<file path="config.mk">
export PLATFORM = sky130hd
export DESIGN_NAME = miriscv_decode_queue
export DESIGN_NICKNAME = d
export VERILOG_FILES = /design/src/rtl/miriscv_decode_queue.sv
export SDC_FILE = /design/constraint.sdc
export NUM_CORES = 1
export LEC_CHECK = 0
export CAP_MARGIN = 20
export CORE_AREA = 2 2 203 205
export CTS_BUF_LIST = sky130_fd_sc_hd__clkbuf_8 sky130_fd_sc_hd__clkbuf_16
export DETAILED_ROUTE_END_ITERATION = 8
export DIE_AREA = 0 0 205 207
export PLACE_DENSITY = 0.75
export SYNTH_ARGS = -nofsm -noshare
export SYNTH_HDL_FRONTEND = slang
export SYNTH_SLANG_ARGS = --single-unit
</file>
<file path="constraint.sdc">
create_clock -name clk_i -period 3.17 [get_ports clk_i]
set_input_delay 0.4755 -clock clk_i [delete_from_list [all_inputs] [get_ports clk_i]]
set_output_delay 0.4755 -clock clk_i [all_outputs]
set_load 0.1 [all_outputs]
</file>
<file path="src/rtl/miriscv_decode_queue.sv">
// Fetch->decode instruction queue with boot hold counter and one-cycle flush.
// Optional fall-through path when empty: define MIRISCV_DQ_BYPASS_EN.
module miriscv_decode_queue #(
  parameter int unsigned DEPTH       = 4,
  parameter int unsigned XLEN        = 32,
  parameter int unsigned ILEN        = 32,
  parameter int unsigned BOOT_CYCLES = 2
) (
  input  logic                       clk_i,
  input  logic                       arstn_i,
  input  logic [ILEN-1:0]            f_instr_i,
  input  logic [XLEN-1:0]            f_current_pc_i,
  input  logic [XLEN-1:0]            f_next_pc_i,
  input  logic                       f_valid_i,
  output logic                       f_ready_o,
  output logic [ILEN-1:0]            d_instr_o,
  output logic [XLEN-1:0]            d_current_pc_o,
  output logic [XLEN-1:0]            d_next_pc_o,
  output logic                       d_valid_o,
  input  logic                       d_ready_i,
  input  logic                       flush_i,
  output logic                       boot_done_o,
  output logic [$clog2(DEPTH+1)-1:0] count_o,
  output logic                       full_o,
  output logic                       empty_o
);

  localparam int unsigned PW = $clog2(DEPTH);
  localparam int unsigned CW = $clog2(DEPTH + 1);
  localparam int unsigned BW = (BOOT_CYCLES > 0) ? $clog2(BOOT_CYCLES + 1) : 1;
  localparam int unsigned EW = ILEN + 2 * XLEN;

  localparam logic [BW-1:0] BOOT_MAX = BW'(BOOT_CYCLES);
  localparam logic [CW-1:0] CNT_FULL = CW'(DEPTH);

  logic [EW-1:0] mem [DEPTH];
  logic [PW-1:0] wr_ptr;
  logic [PW-1:0] rd_ptr;
  logic [CW-1:0] count;
  logic [BW-1:0] boot_cnt;

  logic          boot_done;
  logic          empty;
  logic          full;
  logic          push;
  logic          pop;
  logic          byp;
  logic          mem_push;
  logic          mem_pop;
  logic [EW-1:0] f_entry;
  logic [EW-1:0] head;

  assign f_entry   = {f_instr_i, f_current_pc_i, f_next_pc_i};
  assign boot_done = (boot_cnt == BOOT_MAX);
  assign full      = (count == CNT_FULL);
  assign empty     = (count == '0);

  assign f_ready_o = boot_done & ~full & ~flush_i;
  assign push      = f_valid_i & f_ready_o;

`ifdef MIRISCV_DQ_BYPASS_EN
  // When empty, the head is the fetch entry itself; it is only stored if decode stalls.
  assign byp       = boot_done & empty & ~flush_i & f_valid_i;
  assign d_valid_o = boot_done & ~flush_i & (~empty | f_valid_i);
  assign head      = empty ? f_entry : mem[rd_ptr];
`else
  assign byp       = 1'b0;
  assign d_valid_o = boot_done & ~empty & ~flush_i;
  assign head      = mem[rd_ptr];
`endif

  assign pop      = d_valid_o & d_ready_i;
  assign mem_push = push & ~(byp & d_ready_i);
  assign mem_pop  = pop & ~byp;

  assign {d_instr_o, d_current_pc_o, d_next_pc_o} = d_valid_o ? head : '0;

  assign boot_done_o = boot_done;
  assign count_o     = count;
  assign full_o      = full;
  assign empty_o     = empty;

  always_ff @(posedge clk_i or negedge arstn_i) begin
    if (!arstn_i) begin
      boot_cnt <= '0;
    end else if (!boot_done) begin
      boot_cnt <= boot_cnt + 1'b1;
    end
  end

  always_ff @(posedge clk_i or negedge arstn_i) begin
    if (!arstn_i) begin
      wr_ptr <= '0;
      rd_ptr <= '0;
      count  <= '0;
    end else if (flush_i) begin
      wr_ptr <= '0;
      rd_ptr <= '0;
      count  <= '0;
    end else begin
      if (mem_push) begin
        wr_ptr <= wr_ptr + 1'b1;
      end
      if (mem_pop) begin
        rd_ptr <= rd_ptr + 1'b1;
      end
      case ({mem_push, mem_pop})
        2'b10:   count <= count + 1'b1;
        2'b01:   count <= count - 1'b1;
        default: count <= count;
      endcase
    end
  end

  always_ff @(posedge clk_i or negedge arstn_i) begin
    if (!arstn_i) begin
      for (int unsigned i = 0; i < DEPTH; i++) begin
        mem[i] <= '0;
      end
    end else if (mem_push) begin
      mem[wr_ptr] <= f_entry;
    end
  end

endmodule

</file>
==> results of run 1 <==
[report_power, final]
part | leakage (nW) | total (mW) | switching (mW) | internal [mW]
logic | 4.63 | 11.3 | 6.21 | 5.07
clock network | 0.778 | 5.21 | 1.99 | 3.22
registers | 4.87 | 8.26 | 1.07 | 7.19
[state kept, by name, indices dropped and copies added (netlist names)]
name / count
count_o: 3
mem: 384
wr_ptr: 2
rd_ptr: 2
boot_cnt: 2
[worst max-delay path by stage]
stage	startpoint	end	slack, ps	cells after the start
after floorplan	count_o[0]	count_o[2]	90	9
after global placement	flush_i	count_o[2]	400	9
after detailed placement	flush_i	count_o[2]	400	9
after CTS	count_o[0]	d_instr_o[27]	90	4
after global routing	count_o[0]	d_next_pc_o[21]	2	4
final	count_o[0]	d_next_pc_o[21]	120	4
[cells in the final DEF, fill, tap and decap left out, drive strengths merged]
cell type | netlist | routed
nand4 | 1 | 1
clkbuf | 31 | 49
nor2 | 8 | 8
nor2b | 1 | 1
clkinv | 0 | 8
o311a | 1 | 1
nand3b | 1 | 1
xnor2 | 1 | 1
or3 | 3 | 3
clkdlybuf4s50 | 0 | 99
fa | 1 | 1
xor2 | 3 | 3
o21ai | 1 | 1
diode | 0 | 2
and3 | 96 | 96
o22ai | 1 | 1
a21boi | 1 | 1
a31oi | 1 | 1
buf | 56 | 135
nand2 | 11 | 11
a2bb2oi | 1 | 1
mux2 | 385 | 385
or4 | 1 | 1
a32o | 1 | 1
o31ai | 1 | 1
dlygate4sd3 | 0 | 1
mux4 | 96 | 96
bufinv | 0 | 7
nor3 | 3 | 3
inv | 6 | 17
clkinvlp | 0 | 1
dfrtp | 393 | 393
mux2i | 2 | 2
ha | 5 | 5
[worst max-delay path, stage by stage (launching register included)]
cell and delay, ps:
dfrtp_2 470, or3_2 190, buf_4 730, and3_1 370, buf_12 190
[stage by stage]
stage	setup slack, ps	instance area [sq um]	util	power (mW)
6_report	117	23000	0.569	24.7
2_1_floorplan	92.2	17900	-	15.9
3_5_place_dp	398	21500	0.532	19.7
3_3_place_gp	395	21500	0.532	19.4
4_1_cts	87.6	23000	0.569	25.0
5_1_grt	1.59	23000	0.569	25.9
[kinds of logic (layout without fill, tap and decap cells)]
kind of cell / count (synthesis) / count (layout)
xor+xnor: 4 / 4
other cells: 0 / 2
mux: 483 / 483
buf+inv: 93 / 317
simple gates: 125 / 125
fa+ha+maj: 6 / 6
compound gates: 8 / 8
flops: 393 / 393
[layout make-up]
| cell class | instances | area (sq um) | area share |
|---|---|---|---|
| sequential | 393 | 9850 | 0.429 |
| multi-input combinational | 626 | 7500 | 0.326 |
| timing repair buffer | 235 | 3450 | 0.150 |
| clock buffer | 49 | 1180 | 0.0514 |
| tap | 532 | 666 | 0.0290 |
| clock inverter | 27 | 299 | 0.0130 |
| inverter | 6 | 26.3 | 0.00114 |
| antenna | 2 | 5.00 | 0.000218 |
[layer usage]
| layer | track usage | up-vias | wire length [um] |
|---|---|---|---|
| li1 | - | 4520 | - |
| met1 | 0.269 | 5573 | 17800 |
| met2 | 0.310 | 216 | 19200 |
| met3 | 0.0426 | 52 | 2090 |
| met4 | 0.0548 | 0 | 710 |
| met5 | 0 | - | 0 |
==> metrics.txt, run 1 <==
H-Tree Depth=2; Clock Skew=18.9 ps; vias in the first global route=11500; area grow syn2layout=28.8%; critical path endpoint category=output pin; Post-Route WL=39700 um; post-DR vias/cell=5.54; syn nets=1219; share of cells above drive strength 1=0.400; Cell Pwr Density=1080 nW/um^2; Top Ports=205; Post-synth ARST share=1.00; Fin Setup TNS=0 ps; # setup viols final=0; Die X-Extent=205 um; Placer Congestion=0.781; largest net degree at the start of global routing=98; DRC Markers=0; wire length per cell=21.2 um; Non-Filler Instances=1870; first-pass GRT wire length=64700 um; FF-to-FF Start=count_o[0]; hold path startpoint=mem[165]; Fillers=3150; GRT Total Usage=0.194; Synth warnings=0; max-cap violation count=0; Die Span Y=207 um; main combinational cell family by area after synthesis=multiplexers; Crit Reg-Reg Endpoint=count_o[2]; R2R depth=8; Avg Cell Area, Syn=16.0 sq um; clk slew on worst S/H paths=50 ps; RSZ-0062 raised after global routing=false; Root Driver=clkbuf_16; # port buffers=204; CTS Buf Count=43; Post-Synth Simple-Gate Area=0.0421; Post-CTS Setup Inserts=0; grt total ovfl=0; Synth Flop Type=dfrtp_1; drt first pass iters=4; Seq/Total Area, Yosys=0.551; Max clock buf depth=3; Commonest cells post-synth=dfrtp_1 (393), mux2_2 (225), mux2_1 (160); Post-Syn Instances=1112; hold bufs inserted after CTS=1; Core Footprint=40400 sq um; fin nets=1412; number of flops mapped to enable cells by yosys=0; CTS tree=yes; post-route ant nets=0; Netlist cell types=32; Hold Path Stages=1; post-synth top area cell=dfrtp_1; clock sinks=393; Yosys top cell area share=0.551; placed cell count=1791; routed vias=10400; initial antenna violation count=0; Hold WS=484 ps; CP max FO=97; final slew viol count=0; arrival time worst endpoint=2580 ps; worst slew pin tran=959 ps; Rows=74; Yosys reg bits=393; Post-Synth XOR/XNOR Area=0.00196; initial drt markers=425; top-count cell post-synth=dfrtp_1; min Tclk post-route=3050 ps; multiplexer share of the synthesized area=0.365; clk_lat worst skew=570 ps; Lkg Pwr=10.3 nW; Worst IR Drop VDD=0.729 mV; final worst path period share=0.963; post-synthesis compound-gate area fraction=0.00344; Hold EP=mem[165]; status=finished, final reports clean; main area contributors after synthesis=dfrtp_1 (55%), mux2_2 (14%), mux4_2 (12%), mux2_1 (10%), and3_1 (3.4%); Critical Path RT=2690 ps; reg2reg setup slack=580 ps; slew margin rel.=0.361; die area=42400 sq um; Post-Syn Area=17800 sq um; hpwl dp=24100 um; fmax=328 MHz; crit path kind=reg -> out; CP Launch Type=flip-flop; final hold viol count=0; Tightest Hold Check Type=reg -> reg; Initial Util=0.442; post-CTS sizing=0; post-synthesis adder-cell area fraction=0.00463
Note: power is estimated with default switching activity, not from simulation.
==> run 2: changes to the inputs <==
--- a/config.mk
+++ b/config.mk
@@ -10,7 +10,7 @@
 export CTS_BUF_LIST = sky130_fd_sc_hd__clkbuf_8 sky130_fd_sc_hd__clkbuf_16
 export DETAILED_ROUTE_END_ITERATION = 8
 export DIE_AREA = 0 0 205 207
-export PLACE_DENSITY = 0.75
+export PLACE_DENSITY = 0.68
 export SYNTH_ARGS = -nofsm -noshare
 export SYNTH_HDL_FRONTEND = slang
 export SYNTH_SLANG_ARGS = --single-unit
==> run 2 against run 1 <==
Effect of this change:
- clock power decreased by 3%
- count of clock-buffer cells in the layout increased by 10
- flip-flop and latch count unchanged
- hold slack got worse by 3.6 ps
==> metrics.txt, run 2 (synthesis results as in run 1) <==
slew margin rel.=0.563; area grow syn2layout=29.5%; logic gate share of total power=0.463; Clk pwr share=0.203; Tightest Hold Check Type=reg -> reg; internal power=15.4 mW; CP max FO=41; hpwl dp=24600 um; drt first pass iters=4; cells along the critical path=buf_12, mux4_2, and3_1, buf_12; placed cell count=1793; Non-Filler Instances=1879; max reg flops=384; final worst path period share=0.910; Die Span Y=207 um; clk_lat worst skew=560 ps; most common library cell in the layout ignoring fill and taps=dfrtp_1; final slew viol count=0; Largest Register=mem; Worst IR Drop VDD=0.822 mV; Top Ports=205; status=finished, final reports clean; fin nets=1420; routed vias=10200; Lkg Pwr=10.3 nW; Top cell by count, worst path=buf_12; Fin Setup TNS=0 ps; final hold viol count=0; share of cells above drive strength 1=0.409; CTS Buf Count=44; grt total ovfl=0; wire length per cell=21.2 um; Initial Util=0.442; min Tclk post-route=2880 ps; Cell Pwr Density=1070 nW/um^2; met2 Use GR=0.305; first-pass GRT wire length=64200 um; Largest stage delay, worst path=670 ps; Rows=74; Max clock buf depth=3; Seq pwr share=0.334; critical path endpoint category=output pin; largest net degree at the start of global routing=98; die area=42400 sq um; H-Tree Depth=2; Sw Share=0.376; max-cap violation count=0; met3 usage=0.0370; Clock Skew=19.5 ps; vias in the first global route=11200; Placer Congestion=0.746; Core Footprint=40400 sq um; GRT Total Usage=0.194; CP Launch Type=flip-flop; Post-Route WL=39900 um; most frequent cells in the layout=dfrtp_1 (388), mux2_2 (225), mux2_1 (160), buf_12 (122), clkdlybuf4s50_1 (99); DRC Markers=0; Root Driver=clkbuf_16; # port buffers=204; RSZ-0062 raised after global routing=false; final instance area=23100 sq um; initial antenna violation count=4; clock sinks=393; Critical Path RT=2690 ps; Die X-Extent=205 um; total chip power=24.7 mW; fmax=347 MHz; post-route ant nets=0; global routing usage on met1=0.277; post-DR vias/cell=5.43; arrival time worst endpoint=2410 ps; gr busiest metal=met2; CTS tree=yes; CP max-delay cell=dfrtp_4; crit path kind=reg -> out; switching power=9.30 mW; worst slew pin tran=655 ps; initial drt markers=392; clk slew on worst S/H paths=60 ps; cell area after placement=21600 sq um; # setup viols final=0
-- run 2: cell types whose count changed in the layout (fill, tap and decap cells not counted), moves of 2 or more --
cell        before  now
buf_12         114  122
bufinv_16        7    1
inv_1           17   11
clkbuf_8         4   13
clkinvlp_4       1    3
clkinv_2         7    9
-- run 2: per-layer routing --
layer  up-vias  part of all wire
met1      5406              0.46
met2       196              0.48
li1       4553                 -
met4         6             0.016
met3        47             0.048
met5         -            0.0011
-- run 2: power groups by stage --
stage,logic [mW],clock network (mW),registers [mW]
2_1_floorplan,7.86,0,8.02
3_3_place_gp,11.3,0,8.24
3_5_place_dp,11.4,0,8.38
4_1_cts,11.6,5.16,8.25
5_1_grt,12.0,5.38,8.53
6_report,11.4,5.03,8.24
-- run 2: critical path: cells and delay by family (launching register included) --
kind	cells	cell delay, ps
AND/OR/NAND/NOR	1	240
multiplexers	1	390
flip-flops	1	670
buffers and inverters	2	490
-- run 2: through the flow --
stage	utilization	hold WS [ps]	worst slack (ps)
4_1_cts	0.572	488	229
6_report	0.572	480	286
5_1_grt	0.572	489	183
2_1_floorplan	-	180	92.2
3_5_place_dp	0.534	475	333
3_3_place_gp	0.534	460	407
-- run 2: timing repair --
| item | in CTS | in global routing |
|---|---|---|
| hold endpoints to repair | 66 | 0 |
| endpoints found under the setup margin | 1 | 0 |
| resized for setup | 0 | 0 |
| buffers inserted | 5 | 0 |
| hold buffers | 1 | 0 |
-- run 2: area by class of cell --
| type | instances | area (sq um) |
|---|---|---|
| diodes | 2 | 5.00 |
| clock buffers | 59 | 1330 |
| clock inverters | 19 | 129 |
| fillers | 3188 | 17300 |
| inverters | 6 | 26.3 |
| multi-input cells | 626 | 7500 |
| flip-flops and latches | 393 | 9850 |
| well taps | 532 | 666 |
| repair buffers | 242 | 3600 |
-- run 2: worst paths after layout --
path                             start           endpoint  slack (ps)  cells past startpoint
max reg2reg                 count_o[0]         count_o[2]         430                      8
max in group asynchronous      arstn_i           mem[101]        1680                      4
max                          rd_ptr[1]  d_current_pc_o[9]         290                      4
min in group asynchronous      arstn_i           mem[366]         490                      2
min reg2reg                boot_cnt[0]        boot_cnt[0]         480                      1
min                        boot_cnt[0]        boot_cnt[0]         480                      1
